File: config.mk
export PLATFORM = sky130hd
export DESIGN_NAME = mem_port_arbiter
export DESIGN_NICKNAME = d
export VERILOG_FILES = /design/src/rtl/mem_port_arbiter.sv
export SDC_FILE = /design/constraint.sdc
export NUM_CORES = 1
export LEC_CHECK = 0
export ABC_CLOCK_PERIOD_IN_PS = 5620
export BUFFER_PORTS_ARGS = -buffer_cell sky130_fd_sc_hd__buf_2
export CORE_AREA = 2 2 216 218
export DETAILED_ROUTE_END_ITERATION = 8
export DIE_AREA = 0 0 218 220
export GPL_ROUTABILITY_DRIVEN = 0
export GPL_TIMING_DRIVEN = 0
export PLACE_DENSITY = 0.52
export SYNTH_ARGS = -nofsm -noshare
export SYNTH_HDL_FRONTEND = slang
export SYNTH_SLANG_ARGS = --single-unit
File: constraint.sdc
create_clock -name clk -period 5.62 [get_ports clk]
set_input_delay 0.562 -clock clk [delete_from_list [all_inputs] [get_ports clk]]
set_output_delay 0.562 -clock clk [all_outputs]
set_load 0.02 [all_outputs]
File: src/rtl/mem_port_arbiter.sv
// Arbitrates one unified memory port between instruction fetch (F) and the data stage (M).
// Sequences the mem_req/mem_ack handshake with a per-transaction ack timeout.
module mem_port_arbiter #(
    parameter int ADDR_W  = 64,
    parameter int TIMEOUT = 16,
    parameter int TO_W    = 5
) (
    input  logic              clk,
    input  logic              rst,
    input  logic              if_req,
    input  logic [ADDR_W-1:0] if_addr,
    input  logic              if_flush,
    output logic [79:0]       if_rdata,
    output logic              if_valid,
    output logic              if_err,
    input  logic              d_req,
    input  logic              d_we,
    input  logic [ADDR_W-1:0] d_addr,
    input  logic [63:0]       d_wdata,
    output logic [63:0]       d_rdata,
    output logic              d_valid,
    output logic              d_err,
    output logic              mem_req,
    output logic              mem_we,
    output logic              mem_len,
    output logic [ADDR_W-1:0] mem_addr,
    output logic [63:0]       mem_wdata,
    input  logic [79:0]       mem_rdata,
    input  logic              mem_ack,
    input  logic              mem_err,
    output logic              f_stall_req,
    output logic              m_stall_req
);

    // state  | meaning
    // IDLE   | port free; grants on the edge ending this cycle (M before F)
    // D_BUSY | data access in flight on the memory port
    // I_BUSY | 10-byte fetch in flight on the memory port
    typedef enum logic [1:0] {IDLE, D_BUSY, I_BUSY} state_t;

    localparam logic [TO_W-1:0] TO_LAST = TO_W'(TIMEOUT - 1);

    state_t              state_q, state_d;
    logic                we_q, we_d;
    logic [ADDR_W-1:0]   addr_q, addr_d;
    logic [63:0]         wdata_q, wdata_d;
    logic [TO_W-1:0]     cnt_q, cnt_d;
    logic                flush_q, flush_d;
    logic                done_q, done_d;
    logic [79:0]         if_rdata_q, if_rdata_d;
    logic                if_valid_q, if_valid_d;
    logic                if_err_q, if_err_d;
    logic [63:0]         d_rdata_q, d_rdata_d;
    logic                d_valid_q, d_valid_d;
    logic                d_err_q, d_err_d;
    logic                finish;
    logic                fin_err;

    always_ff @(posedge clk) begin
        if (rst) begin
            state_q    <= IDLE;
            we_q       <= 1'b0;
            addr_q     <= '0;
            wdata_q    <= '0;
            cnt_q      <= '0;
            flush_q    <= 1'b0;
            done_q     <= 1'b0;
            if_rdata_q <= '0;
            if_valid_q <= 1'b0;
            if_err_q   <= 1'b0;
            d_rdata_q  <= '0;
            d_valid_q  <= 1'b0;
            d_err_q    <= 1'b0;
        end else begin
            state_q    <= state_d;
            we_q       <= we_d;
            addr_q     <= addr_d;
            wdata_q    <= wdata_d;
            cnt_q      <= cnt_d;
            flush_q    <= flush_d;
            done_q     <= done_d;
            if_rdata_q <= if_rdata_d;
            if_valid_q <= if_valid_d;
            if_err_q   <= if_err_d;
            d_rdata_q  <= d_rdata_d;
            d_valid_q  <= d_valid_d;
            d_err_q    <= d_err_d;
        end
    end

    always_comb begin
        state_d    = state_q;
        we_d       = we_q;
        addr_d     = addr_q;
        wdata_d    = wdata_q;
        cnt_d      = cnt_q;
        flush_d    = flush_q;
        done_d     = 1'b0;
        if_rdata_d = if_rdata_q;
        if_valid_d = 1'b0;
        if_err_d   = 1'b0;
        d_rdata_d  = d_rdata_q;
        d_valid_d  = 1'b0;
        d_err_d    = 1'b0;
        finish     = 1'b0;
        fin_err    = 1'b0;

        case (state_q)
            IDLE: begin
                // done_q marks the valid-pulse cycle, which must not grant
                if (!done_q) begin
                    if (d_req) begin
                        state_d = D_BUSY;
                        we_d    = d_we;
                        addr_d  = d_addr;
                        wdata_d = d_wdata;
                        cnt_d   = '0;
                    end else if (if_req && !if_flush) begin
                        state_d = I_BUSY;
                        we_d    = 1'b0;
                        addr_d  = if_addr;
                        cnt_d   = '0;
                    end
                end
            end
            D_BUSY, I_BUSY: begin
                if (state_q == I_BUSY && if_flush) flush_d = 1'b1;
                if (mem_ack) begin
                    finish  = 1'b1;
                    fin_err = mem_err;
                    if (state_q == D_BUSY && !we_q) d_rdata_d = mem_rdata[63:0];
                    if (state_q == I_BUSY) if_rdata_d = mem_rdata;
                end else if (cnt_q == TO_LAST) begin
                    finish  = 1'b1;
                    fin_err = 1'b1;
                end else begin
                    cnt_d = cnt_q + 1'b1;
                end
                if (finish) begin
                    state_d = IDLE;
                    done_d  = 1'b1;
                    flush_d = 1'b0;
                    if (state_q == D_BUSY) begin
                        d_valid_d = 1'b1;
                        d_err_d   = fin_err;
                    end else if (!(flush_q || if_flush)) begin
                        if_valid_d = 1'b1;
                        if_err_d   = fin_err;
                    end
                end
            end
            default: state_d = IDLE;
        endcase
    end

    assign mem_req     = (state_q != IDLE);
    assign mem_we      = (state_q == D_BUSY) && we_q;
    assign mem_len     = (state_q == I_BUSY);
    assign mem_addr    = addr_q;
    assign mem_wdata   = wdata_q;
    assign if_rdata    = if_rdata_q;
    assign if_valid    = if_valid_q;
    assign if_err      = if_err_q;
    assign d_rdata     = d_rdata_q;
    assign d_valid     = d_valid_q;
    assign d_err       = d_err_q;
    assign f_stall_req = if_req & ~if_valid_q;
    assign m_stall_req = d_req & ~d_valid_q;

endmodule

==> summary.txt, run 1 <==
Clocking
  • Inserted Clock Buffers: 36
  • CTS tree: built
  • Hold buffer count at CTS: 0
  • Clock transition at path regs: 0.06 ns
  • Cts repair resizes: 0
  • Worst skew pair latency: 0.54 ns
  • Clock Sinks: 286
  • Root buffer cell: clkbuf_16
  • Post CTS Setup Buffer Count: 0
  • CTS Buffer Depth: 3
  • H-Tree Level Count: 2

Setup path
  • Crit end category: output pin
  • Crit-path slowest cell: buf_2
  • Critical R2R Launch: state_q[0]
  • Worst EP arrival: 1.76 ns
  • Most used cell, CP: buf_2
  • R2R Path End: mem_wdata[2]
  • Startpoint Class: input pin
  • Critical Path RT: 5.06 ns
  • Critical path fanouts, max: 10
  • Critical path class: input pin to output pin
  • R2R depth: 7
  • Crit-path max cell delay: 0.39 ns
  • R2R Setup Slk: 3.47 ns
  • Crit-path cells: buf_2, buf_4, buf_2, nor2b_1, buf_2

Placed design
  • IO Port Bufs: 558
  • HPWL Detailed: 33,100 microns
  • Placed insts: roughly 2,400
  • Setup WS pre-CTS: 2.51 ns

Global routing
  • GRT overflow: 0
  • Initial antenna violation count: 3
  • Largest net degree at the start of global routing: 13
  • First-pass GRT wire length: 61,300 microns
  • Number of global-route vias before repair: 10,316
  • GRT Overall Usage: 16.7%

Power
  • Pleak: 7.11 nW
  • Power per cell area: 367 nW/um^2
  • Peak VDD IR: 188 uV

Cells and area
  • Commonest non-fill, non-tap cells in the layout: buf_2, nand2_1, dfxtp_1
  • Area Overhead vs Synth: 42.9%
  • Final Util: 33.9%
  • Nets: 2,150
  • Most common cell after layout, fill and taps aside: buf_2
  • Layout cells sized above 1: between 30% and 40%
  • Fin cells: 2,495

STA
  • Final worst-path cycle share: 41.4%
  • Fin crit period: approximately 2.3 ns
  • Final TNS setup: 0 ns
  • Unrepaired setup endpoints after global routing: false
  • Clk_skew: 0.0145 ns
  • Worst setup margin: 3.30 ns
  • Setup Viol. Count Final: 0
  • Max_slew headroom: between 30 and 40%
  • Final number of hold-violating endpoints: 0
  • Worst slew pin tran: 0.911 ns
  • Max frequency: 0.430 GHz
  • Max-slew violation count: 0

Synth
  • FF+latch count, synth: 286
  • Netlist cell types: 34
  • Synth warn: 0
  • Syn_nets: 1,554
  • Mapped Area: 10,900 sq um
  • Post-synth EDFFs: 0
  • Leading area contributor after synthesis: dfxtp_1
  • Post-synthesis async set-or-reset flop share: 0%
  • Synth Instances: approximately 1,300
  • Synth Flop Type: dfxtp_1
  • Post-synth top area share: 52.6%
  • Register area share after synthesis: 52.6%
  • Synth top area cells: dfxtp_1, nand2_1, a21oi_1
  • Synthesized area per cell: 8.57 sq um

Routing
  • WL final: 42,500 microns
  • Drt drc: 0
  • DRT Pass-1 Iters: 5
  • Vias per inst: 4.39
  • Post-route ant nets: 0
  • Average wire per standard cell: 17.0 microns
  • Via count: roughly 11,000
  • DRT iter0 DRCs: around 430

Hold path
  • Hold path depth: 3
  • Worst hold path class: input pin to register
  • Hold EP: mem_wdata[17]
  • Worst hold start: d_wdata[17]

Die
  • Std-Cell Rows: just under 80
  • Die width: between 200 and 250 microns
  • Die area: between 40,000 and 50,000 sq um
  • Starting Density: 23.7%
  • Core ar.: 45,900 sq um
  • IO Count: 561
  • Die Y-Extent: around 220 microns

Run status
  • Status: completed

Run
  • MaxCap Viol Count: 0
[worst max path at each step]
stage / from / to / slack (ns) / cells past startpoint
after global routing: rst / if_rdata[75] / 3.09 / 5
after global placement: rst / if_rdata[78] / 2.59 / 5
after floorplan: d_req / m_stall_req / 3.57 / 4
after CTS: rst / if_rdata[78] / 3.11 / 5
final: d_req / m_stall_req / 3.30 / 5
after detailed placement: rst / if_rdata[78] / 2.51 / 5
[metrics by stage]
| stage | hold WS, ns | area (sq um) | total power, mW |
|---|---|---|---|
| finish | 0.254 | 15500 | 5.70 |
| global route | 0.240 | 15500 | 6.00 |
| CTS | 0.211 | 15500 | 5.80 |
| detailed placement | 0.443 | 14400 | 3.55 |
| global placement | 0.440 | 14400 | 3.53 |
| floorplan | 0.420 | 10900 | 3.07 |
[power by group]
group | internal, mW | leakage, nW | switching [mW] | total [mW]
clock network | 1.31 | 0.543 | 0.899 | 2.21
logic | 0.423 | 4.23 | 0.785 | 1.21
registers | 2.20 | 2.33 | 0.0902 | 2.29
total | 3.93 | 7.11 | 1.77 | 5.70
[cell type report]
class / count / area, sq um
Buffer: 99 / 474
Fill cell: 4889 / 30300
Multi-Input combinational cell: 880 / 4660
Inverter: 4 / 15.0
Clock inverter: 11 / 98.8
Antenna cell: 1 / 2.50
Timing Repair Buffer: 558 / 2790
Sequential cell: 286 / 5730
Clock buffer: 49 / 1010
Tap cell: 607 / 759
[synthesized netlist by cell type, types with 2 or more instances]
master	n
buf_2	34
o21ai_1	2
nand4b_1	2
a211oi_2	50
nor2b_1	7
o21a_1	2
nand2b_1	2
and2_1	4
buf_6	5
mux2i_1	66
and3_1	2
inv_1	4
a21oi_1	214
clkbuf_1	53
a211oi_1	14
ha_1	5
nand3_1	3
nor2_1	70
dfxtp_1	286
nand3b_1	2
nand2_1	424
buf_4	6
[sequential cells by signal, indices dropped and copies added (netlist names)]
register and cells:
mem_wdata 64, d_err 1, if_err 1, if_valid 1, d_rdata 64, we_q 1, cnt_q 5, if_rdata 80
flush_q 1, d_valid 1, done_q 1, state_q 2, mem_addr 64
[worst max-delay path, delay by kind of cell]
kind,cells,cell delay [ns]
buf+inv,4,0.99
simple gates,1,0.20
[cells by family after synthesis]
family | synth area share, %
AND/OR/NAND/NOR | 18.8
AO/OA/AOI/OAI | 17.3
flip-flops | 52.6
buffers and inverters | 4.50
multiplexers | 6.18
adder cells (fa/ha/maj) | 0.575
[routing by layer]
layer | vias up | wire, microns | global-route usage [%]
li1 | 5418 | - | -
met1 | 5108 | 17900 | 20.5
met2 | 362 | 20800 | 28.5
met3 | 70 | 2730 | 4.31
met4 | 4 | 1070 | 5.31
met5 | - | 26 | 0
Power figures use the tool's default switching activity.
==> run 2: changes to the inputs <==
==> config.mk (replaced) <==
export PLATFORM = sky130hd
export DESIGN_NAME = mem_port_arbiter
export DESIGN_NICKNAME = d
export VERILOG_FILES = /design/src/rtl/mem_port_arbiter.sv
export SDC_FILE = /design/constraint.sdc
export NUM_CORES = 1
export LEC_CHECK = 0
export ABC_AREA = 1
export ABC_CLOCK_PERIOD_IN_PS = 2150
export BUFFER_PORTS_ARGS = -buffer_cell sky130_fd_sc_hd__buf_2
export CORE_AREA = 2 2 218 220
export DETAILED_ROUTE_END_ITERATION = 8
export DIE_AREA = 0 0 220 222
export GPL_ROUTABILITY_DRIVEN = 0
export GPL_TIMING_DRIVEN = 0
export PLACE_DENSITY = 0.51
export SYNTH_ARGS = -nofsm -noshare
export SYNTH_HDL_FRONTEND = slang
export SYNTH_SLANG_ARGS = --single-unit
==> constraint.sdc (replaced) <==
create_clock -name clk -period 2.15 [get_ports clk]
set_input_delay 0.215 -clock clk [delete_from_list [all_inputs] [get_ports clk]]
set_output_delay 0.215 -clock clk [all_outputs]
set_load 0.02 [all_outputs]
==> summary.txt, run 2 <==
Die
  • Starting Density: 23.9% (+0.21 points)
  • Std-Cell Rows: 79 (unchanged)
  • IO Count: 561 (unchanged)
  • Die area: 48,800 sq um (+1.8%)
  • Die width: 220 microns (+0.92%)
  • Die Y-Extent: 222 microns (+0.91%)
  • Core ar.: 46,300 sq um (+0.86%)

Setup path
  • Critical path class: register to register
  • Critical R2R Launch: state_q[0]
  • Startpoint Class: register
  • Worst EP arrival: 2.41 ns (+0.65 ns)
  • R2R Setup Slk: 0.20 ns (-3.27 ns)
  • Critical Path RT: 2.61 ns (-2.45 ns)
  • R2R depth: 9 (+2)
  • Critical path fanouts, max: 10 (unchanged)
  • Crit end category: register
  • R2R Path End: d_rdata[6]

Synth
  • Synth top cells by count: nand2_1, nor2_1, dfxtp_1
  • Synth Instances: 1,503 (+18%)
  • Post-synthesis async set-or-reset flop share: 0% (unchanged)
  • Mapped Area: 11,100 sq um (+1.8%)
  • Netlist cell types: 24 (-29%)
  • Most frequent cell after synthesis: nand2_1
  • Register area share after synthesis: 51.7% (-0.91 points)
  • FF+latch count, synth: 286 (unchanged)
  • Post-synth EDFFs: 0 (unchanged)
  • Leading area contributor after synthesis: dfxtp_1
  • Synth warn: 0 (unchanged)
  • Synth top area cells: dfxtp_1, nand2_1, nor2_1
  • Syn_nets: 1,788 (+15%)
  • Synth Flop Type: dfxtp_1
  • Post-synth top area share: 51.7% (-0.91 points)
  • Synthesized area per cell: 7.37 sq um (-14%)

Placed design
  • HPWL Detailed: 36,000 microns (+8.8%)
  • IO Port Bufs: 559 (+0.18%)
  • Placed insts: 2,669 (+9.7%)

Hold path
  • Hold path depth: 5 (+2)
  • Hold EP: mem_addr[52]
  • Worst hold path class: input pin to register
  • Worst hold start: if_addr[52]

Routing
  • DRT iter0 DRCs: 558 (+30%)
  • Post-route ant nets: 0 (unchanged)
  • DRT Pass-1 Iters: 7 (+2)
  • Via count: 12,552 (+15%)
  • WL final: 46,400 microns (+9.2%)
  • Drt drc: 0 (unchanged)
  • Vias per inst: 4.36 (-0.70%)
  • Average wire per standard cell: 16.1 microns (-5.3%)

STA
  • Final worst-path cycle share: 90.9%
  • Setup Viol. Count Final: 0 (unchanged)
  • Worst slew pin tran: 0.704 ns (-0.207 ns)
  • Max frequency: 0.512 GHz
  • Fin crit period: 1.95 ns
  • Final number of hold-violating endpoints: 0 (unchanged)
  • Final TNS setup: 0 ns (unchanged)
  • Clk_skew: 0.0160 ns (+0.00157 ns)
  • Max-slew violation count: 0 (unchanged)
  • Unrepaired setup endpoints after global routing: false
  • Max_slew headroom: 53.1% (+14 points)

Cells and area
  • Layout cells sized above 1: 31.3% (-6.3 points)
  • Area Overhead vs Synth: 55.7%
  • Fin cells: 2,877 (+15%)
  • Commonest non-fill, non-tap cells in the layout: buf_2, nand2_1, nor2_1
  • Final Util: 37.2% (+3.4 points)
  • Max FFs per register: 80 (unchanged)
  • Most common cell after layout, fill and taps aside: buf_2
  • Nets: 2,530 (+18%)

Clocking
  • Clock transition at path regs: 0.06 ns (about the same)
  • Clock Sinks: 286 (unchanged)
  • CTS tree: built
  • CTS Buffer Depth: 3 (unchanged)
  • Root buffer cell: clkbuf_16
  • H-Tree Level Count: 2 (unchanged)
  • Post CTS Setup Buffer Count: 0 (unchanged)
  • Worst skew pair latency: 0.53 ns (about the same)
  • Inserted Clock Buffers: 35 (-2.8%)

Power
  • Pleak: 8.47 nW (+19%)
  • Power per cell area: 1110 nW/um^2 (+200%)
  • Overall power: 19.1 mW (+240%)
  • Peak VDD IR: 569 uV (+200%)

Global routing
  • GRT overflow: 0 (unchanged)
  • First-pass GRT wire length: 69,400 microns (+13%)
  • GRT Overall Usage: 18.3% (+1.6 points)
  • Initial antenna violation count: 3 (unchanged)
  • Largest net degree at the start of global routing: 13 (unchanged)
  • Number of global-route vias before repair: 12,331 (+20%)

Run
  • MaxCap Viol Count: 0 (unchanged)

Run status
  • Status: completed
==> run 2: layout make-up <==
class / instances / area (sq um)
diodes: 1 / 2.50
plain buffers: 110 / 611
clock buffers: 49 / 1010
clock inverters: 12 / 128
fillers: 4941 / 29000
inverters: 23 / 86.3
multi-input cells: 1084 / 4650
flip-flops and latches: 286 / 5730
well taps: 607 / 759
repair buffers: 705 / 4260
==> run 2: critical path, stage by stage (launching register included) <==
cell and delay (ns):
dfxtp_1 0.34, inv_1 0.06, ha_1 0.29, buf_4 0.16, nand2_2 0.09, nor3_2 0.06
inv_2 0.23, clkbuf_1 0.45, nor2_1 0.08, nor2_1 0.12
==> run 2: kinds of logic after synthesis <==
family	synth area share [%]
muxes	0.0904
adders and majority gates	0.565
and+or+nand+nor	28.2
buffers and inverters	6.27
AOI/OAI and AO/OA	13.2
DFF	51.7
==> run 2: worst max-delay path by stage <==
stage               cells past startpoint     endpoint  startpoint  slack (ns)
finish                                  9   d_rdata[6]  state_q[0]        0.20
CTS                                     9  d_rdata[25]  state_q[0]        0.12
global route                            9   d_rdata[4]  state_q[0]        0.01
detailed placement                      9  d_rdata[25]  state_q[0]        0.15
global placement                        9  d_rdata[22]  state_q[0]        0.19
floorplan                               9  d_rdata[13]  state_q[0]        0.62
==> run 2: stage by stage <==
stage,hold slack [ns],cell area (sq um),worst slack [ns]
global placement,0.447,14600,0.188
floorplan,0.350,11100,0.621
CTS,0.0223,17200,0.116
finish,0.0574,17200,0.197
global route,0.0550,17200,0.0118
detailed placement,0.451,14600,0.146
==> run 2: routing by layer <==
| layer | wire length (microns) | vias up | part of all wire [%] | GRT usage, % |
|---|---|---|---|---|
| met4 | 1280 | 4 | 2.8 | 6.52 |
| met2 | 22300 | 440 | 48 | 31.7 |
| met1 | 19200 | 5734 | 41 | 21.5 |
| met5 | 27 | - | 0.058 | 0 |
| met3 | 3620 | 81 | 7.8 | 4.65 |
| li1 | - | 6293 | - | - |
==> run 2: where the power goes <==
group / switching [mW] / total [mW] / internal (mW)
Sequential: 0.520 / 6.81 / 6.29
Combinational: 4.22 / 6.46 / 2.24
Clock: 2.35 / 5.88 / 3.52
Total: 7.10 / 19.1 / 12.1
==> run 2: repair_timing <==
| action | CTS | global route |
|---|---|---|
| resized for setup | 0 | 4 |
| hold buffers | 146 | 0 |
| endpoints found under the hold margin | 211 | 0 |
| setup endpoints to repair | 0 | 2 |
